`config.mk`:
```
export PLATFORM = sky130hd
export DESIGN_NAME = press_classifier
export DESIGN_NICKNAME = d
export VERILOG_FILES = /design/src/rtl/press_classifier.sv
export SDC_FILE = /design/constraint.sdc
export NUM_CORES = 1
export LEC_CHECK = 0
export CAP_MARGIN = 15
export CORE_MARGIN = 4
export CORE_UTILIZATION = 55
export DETAILED_ROUTE_END_ITERATION = 12
export PLACE_DENSITY = 0.78
export SLEW_MARGIN = 0
export SYNTH_ARGS = -nofsm -noshare
export SYNTH_HDL_FRONTEND = slang
export SYNTH_SLANG_ARGS = --single-unit
```
`constraint.sdc`:
```
create_clock -name clk -period 2.3 [get_ports clk]
set_input_delay 0.23 -clock clk [delete_from_list [all_inputs] [get_ports clk]]
set_output_delay 0.23 -clock clk [all_outputs]
set_load 0.02 [all_outputs]
```
`src/rtl/press_classifier.sv`:
```
// Gesture classifier for a debounced button: short, double and long press ticks.
// Define PRESS_CLASSIFIER_AUTO_REPEAT_EN to emit repeat_tick periodically while held long.
module press_classifier #(
  parameter int LONG_TICKS   = 50_000_000,
  parameter int DCLICK_TICKS = 25_000_000,
  parameter int REPEAT_TICKS = 10_000_000,
  parameter int CNT_W        = 26
) (
  input  logic clk,
  input  logic reset,
  input  logic db,
  output logic short_tick,
  output logic double_tick,
  output logic long_tick,
  output logic repeat_tick,
  output logic busy
);

  typedef enum logic [2:0] {
    IDLE      = 3'd0,
    PRESS1    = 3'd1,
    WAIT2     = 3'd2,
    PRESS2    = 3'd3,
    LONG_HELD = 3'd4
  } state_e;

  localparam int MAX_TICKS = (LONG_TICKS > DCLICK_TICKS)
                             ? ((LONG_TICKS > REPEAT_TICKS) ? LONG_TICKS : REPEAT_TICKS)
                             : ((DCLICK_TICKS > REPEAT_TICKS) ? DCLICK_TICKS : REPEAT_TICKS);

  // Terminal counts must be representable without wrap.
  if (longint'(MAX_TICKS) >= (longint'(1) << CNT_W)) begin : g_cnt_w_too_small
    $error("press_classifier: CNT_W too small for tick parameters");
  end

  localparam logic [CNT_W-1:0] LONG_LAST   = CNT_W'(LONG_TICKS - 1);
  localparam logic [CNT_W-1:0] DCLICK_LAST = CNT_W'(DCLICK_TICKS - 1);
  localparam logic [CNT_W-1:0] CNT_ONE     = CNT_W'(1);

  state_e           state_q, state_d;
  logic [CNT_W-1:0] cnt_q, cnt_d;
  logic             short_q, short_d;
  logic             double_q, double_d;
  logic             long_q, long_d;
  logic             busy_q, busy_d;
`ifdef PRESS_CLASSIFIER_AUTO_REPEAT_EN
  localparam logic [CNT_W-1:0] REPEAT_LAST = CNT_W'(REPEAT_TICKS - 1);
  logic             repeat_q, repeat_d;
`endif

  always_comb begin
    state_d  = state_q;
    cnt_d    = cnt_q;
    short_d  = 1'b0;
    double_d = 1'b0;
    long_d   = 1'b0;
`ifdef PRESS_CLASSIFIER_AUTO_REPEAT_EN
    repeat_d = 1'b0;
`endif
    case (state_q)
      IDLE: begin
        if (db) begin
          state_d = PRESS1;
          cnt_d   = '0;
        end
      end
      PRESS1: begin
        if (!db) begin
          state_d = WAIT2;
          cnt_d   = '0;
        end else if (cnt_q == LONG_LAST) begin
          state_d = LONG_HELD;
          long_d  = 1'b1;
          cnt_d   = '0;
        end else begin
          cnt_d = cnt_q + CNT_ONE;
        end
      end
      WAIT2: begin
        if (db) begin
          state_d  = PRESS2;
          double_d = 1'b1;
        end else if (cnt_q == DCLICK_LAST) begin
          state_d = IDLE;
          short_d = 1'b1;
        end else begin
          cnt_d = cnt_q + CNT_ONE;
        end
      end
      PRESS2: begin
        // Second press never escalates to a long press.
        if (!db) state_d = IDLE;
      end
      LONG_HELD: begin
`ifdef PRESS_CLASSIFIER_AUTO_REPEAT_EN
        if (!db) begin
          state_d = IDLE;
        end else if (cnt_q == REPEAT_LAST) begin
          repeat_d = 1'b1;
          cnt_d    = '0;
        end else begin
          cnt_d = cnt_q + CNT_ONE;
        end
`else
        if (!db) state_d = IDLE;
`endif
      end
      default: state_d = IDLE;
    endcase
    busy_d = (state_d != IDLE);
  end

  always_ff @(posedge clk or posedge reset) begin
    if (reset) begin
      state_q  <= IDLE;
      cnt_q    <= '0;
      short_q  <= 1'b0;
      double_q <= 1'b0;
      long_q   <= 1'b0;
      busy_q   <= 1'b0;
    end else begin
      state_q  <= state_d;
      cnt_q    <= cnt_d;
      short_q  <= short_d;
      double_q <= double_d;
      long_q   <= long_d;
      busy_q   <= busy_d;
    end
  end

`ifdef PRESS_CLASSIFIER_AUTO_REPEAT_EN
  always_ff @(posedge clk or posedge reset) begin
    if (reset) repeat_q <= 1'b0;
    else       repeat_q <= repeat_d;
  end
  assign repeat_tick = repeat_q;
`else
  assign repeat_tick = 1'b0;
`endif

  assign short_tick  = short_q;
  assign double_tick = double_q;
  assign long_tick   = long_q;
  assign busy        = busy_q;

endmodule

```
==> results.json <==
{
  "ys_seq_area_frac": 0.438,
  "critical_path.endpoint_type": "register",
  "maxCapViolations": 0,
  "yosys.area.top_type_share": 0.438,
  "fraction_of_final_layout_cells_sized_beyond_drive_strength_1": 0.106,
  "synth.yosys.warnings": 0,
  "met3RoutedLength_um": 224,
  "total_routing_usage_reported_by_global_routing": 0.209,
  "routed_via_density": 6.07,
  "worst_skew_pair.late_latency_ns": 0.34,
  "filler_cell_count": 278,
  "ir_worst_vdd_uv": 583,
  "mean_cell_area_of_the_mapped_netlist_sq_um": 9.15,
  "highest_layer": "met4",
  "count_of_instances_resized_after_the_clock_tree_is_built": 0,
  "crit_fanout": 7,
  "drt_first_pass_iters": 4,
  "worst_path_arrival_ns": 2.33,
  "synth_area_leader_cell": "sky130_fd_sc_hd__dfrtp_1",
  "finalCritPeriodShare": 0.914,
  "report.final.slew_viol_count": 0,
  "power-per-cell-area_mw_per_mm2": 615,
  "sinks_on_clock_net": 33,
  "aggregate_routed_wire_length_mm": 3.94,
  "route.vias.total": 1585,
  "routedWlPerCell_um": 15.1,
  "cp_data_required_time_ns": 2.53,
  "whs_ns": 0.272,
  "worst_case_clock_skew_ns": 0.00498,
  "report.final.setup_viol": 0,
  "design.core.area_sq_mm": 0.00315,
  "met1_length_mm": 1.78,
  "synth.lib_cells_used.distinct": 43,
  "mappedNetlistArea_sq_mm": 0.00189,
  "tns_ns": 0,
  "final_design_instance_area_without_fill_sq_mm": 0.00207,
  "final-instance-count-excl-fill": 261,
  "clock.fmax_ghz": 0.476,
  "cts_root_buffer": "sky130_fd_sc_hd__clkbuf_4",
  "die_area_sq_mm": 0.00443,
  "placement.io_buffers": 6,
  "detailroute.wirelength.met2_mm": 1.87,
  "num_rows": 20,
  "number_of_nets_produced_by_synthesis": 210,
  "register_clock_pin_slew_on_the_reported_worst_setup_and_hold_paths_ns": 0.10,
  "grt_overflow": 0,
  "synthToLayoutAreaGrowth_pct": 9.82,
  "crit_type": "register to register",
  "cts_tree": "yes",
  "ios": 8,
  "grt_pass1_vias": 1483,
  "final_net_count": 220,
  "detail_route.drc_violations": 0,
  "detail_placement_hpwl_mm": 2.88,
  "worstSetupStartpointType": "register",
  "synth_edf_count": 0,
  "antennaDiodeCount": 0,
  "clk_path_buf_depth": 2,
  "antenna_violating_nets_post_route": 0,
  "run_status": "completed",
  "rsz0062_at_grt": "false",
  "clock_buffer_count_from_cts": 5,
  "post_synth_main_area_contributors": "sky130_fd_sc_hd__dfrtp_1 44%, sky130_fd_sc_hd__nor2_1 5.6%, sky130_fd_sc_hd__nand4_1 5.3%",
  "drt_first_iter_violations": 109,
  "finalHoldViolations": 0,
  "pin_count_of_the_biggest_net_entering_global_routing": 34,
  "fp.dieH_um": 66.6,
  "place_inst": 253,
  "power_w": 0.00127,
  "worstHoldPathType": "primary input to async pin",
  "chipWidth_um": 66.6,
  "postCtsSetupBuffers": 0,
  "grt_first_pass_wirelength_mm": 7.04,
  "cts-hold-fix-buffers": 0,
  "ff2ff_setup_slack_ns": 0.20,
  "cts-htree-levels": 2,
  "synth_flop_cell": "sky130_fd_sc_hd__dfrtp_1",
  "async_flop_share": 1.00,
  "p_leak_nw": 0.887,
  "postSynthRegisterBits": 33,
  "globalplace.congestion": 0.936,
  "floorplan.initialDensity": 0.598,
  "antenna_found_initial": 0,
  "total_cell_area_at_the_placement_stage_sq_mm": 0.00199,
  "synth_cells": 206,
  "final_period_minus_worst_setup_slack_ns": 2.10
}
==> cell usage in the layout (no fill, tap or decap), types with 3 or more instances in the layout <==
master | Yosys | final
sky130_fd_sc_hd__nand3_1 | 12 | 12
sky130_fd_sc_hd__nor2b_1 | 3 | 3
sky130_fd_sc_hd__dfrtp_1 | 33 | 33
sky130_fd_sc_hd__xnor2_1 | 5 | 5
sky130_fd_sc_hd__nand2b_1 | 3 | 3
sky130_fd_sc_hd__nand4_1 | 16 | 16
sky130_fd_sc_hd__a31oi_1 | 4 | 4
sky130_fd_sc_hd__nor4_1 | 5 | 5
sky130_fd_sc_hd__buf_4 | 3 | 7
sky130_fd_sc_hd__or3_1 | 3 | 3
sky130_fd_sc_hd__xor2_1 | 11 | 11
sky130_fd_sc_hd__o21ai_0 | 10 | 10
sky130_fd_sc_hd__or4_1 | 3 | 3
sky130_fd_sc_hd__inv_1 | 7 | 7
sky130_fd_sc_hd__nand2_1 | 12 | 12
sky130_fd_sc_hd__and3_1 | 6 | 6
sky130_fd_sc_hd__clkbuf_4 | 0 | 5
sky130_fd_sc_hd__nor3_1 | 6 | 6
sky130_fd_sc_hd__nor2_1 | 28 | 28
sky130_fd_sc_hd__clkdlybuf4s50_1 | 0 | 6
sky130_fd_sc_hd__a21oi_1 | 4 | 4
==> synth_stat cells (all sizes together), types with 3 or more instances <==
| cell type | n |
|---|---|
| xor2 | 11 |
| nor3 | 6 |
| nand3 | 12 |
| a31oi | 4 |
| nand2 | 12 |
| inv | 7 |
| nor2 | 28 |
| or3 | 3 |
| nand4 | 17 |
| nor4 | 6 |
| o21ai | 10 |
| and3 | 6 |
| xnor2 | 5 |
| buf | 8 |
| nand2b | 3 |
| a21oi | 4 |
| dfrtp | 33 |
| or4 | 4 |
| nor2b | 3 |
==> area by class of cell <==
class,instances,area [sq um],share of cell area
clock buffers,7,55.1,0.0266
clock inverters,1,30.0,0.0145
inverters,7,26.3,0.0127
multi-input cells,156,966,0.466
flip-flops and latches,33,826,0.399
well taps,44,55.1,0.0266
repair buffers,13,113,0.0544
==> worst max-delay path, stage by stage, from the launching register on <==
cell                      delay, ns
sky130_fd_sc_hd__dfrtp_1       0.48
sky130_fd_sc_hd__or4_4         0.55
sky130_fd_sc_hd__nor4_2        0.22
sky130_fd_sc_hd__and4_4        0.29
sky130_fd_sc_hd__or2b_4        0.16
sky130_fd_sc_hd__mux2_4        0.30
==> sequential cells by signal, summed over array words and instances (netlist names) <==
| name | flops |
|---|---|
| double_tick | 1 |
| state_q | 3 |
| long_tick | 1 |
| short_tick | 1 |
| cnt_q | 26 |
| busy | 1 |
==> final timing paths <==
path                                  startpoint                    to  cells past startpoint
min in group clk            cnt_q[2]$_DFFE_PP0P_  cnt_q[2]$_DFFE_PP0P_                      1
max in group asynchronous                  reset  cnt_q[3]$_DFFE_PP0P_                      3
min                                        reset  cnt_q[5]$_DFFE_PP0P_                      3
max                        cnt_q[15]$_DFFE_PP0P_  cnt_q[0]$_DFFE_PP0P_                      5
min reg2reg                 cnt_q[2]$_DFFE_PP0P_  cnt_q[2]$_DFFE_PP0P_                      1
max reg2reg                cnt_q[15]$_DFFE_PP0P_  cnt_q[0]$_DFFE_PP0P_                      5
==> routing by layer <==
| metal | vias up | GRT usage |
|---|---|---|
| met1 | 764 | 0.277 |
| met4 | 0 | 0.0685 |
| li1 | 761 | - |
| met3 | 8 | 0.0658 |
| met5 | - | 0 |
| met2 | 52 | 0.323 |
==> cells by family (layout without fill, tap and decap cells) <==
group / after synthesis / after routing / share of synthesized area
other: 1 / 1 / 0.00199
flip-flops: 33 / 33 / 0.438
AND/OR/NAND/NOR: 109 / 109 / 0.324
AO/OA/AOI/OAI: 26 / 26 / 0.0863
adder cells (fa/ha/maj): 1 / 1 / 0.00663
XOR/XNOR: 16 / 16 / 0.0743
buffers and inverters: 17 / 28 / 0.0498
multiplexers: 3 / 3 / 0.0192
==> report_power, final <==
part	switching, W	total (W)	internal [W]	leakage (nW)
sequential	0.0000270	0.000628	0.000601	0.452
combinational	0.000120	0.000194	0.0000739	0.390
clock	0.000192	0.000452	0.000259	0.0455
total	0.000339	0.00127	0.000934	0.887
==> metrics by stage <==
| step | worst slack (ns) | utilization |
|---|---|---|
| 2_1_floorplan | 0.308 | - |
| 3_3_place_gp | 0.237 | 0.630 |
| 3_5_place_dp | 0.221 | 0.630 |
| 4_1_cts | 0.200 | 0.657 |
| 5_1_grt | 0.0723 | 0.657 |
| 6_report | 0.198 | 0.657 |
Note: power is estimated with default switching activity, not from simulation.
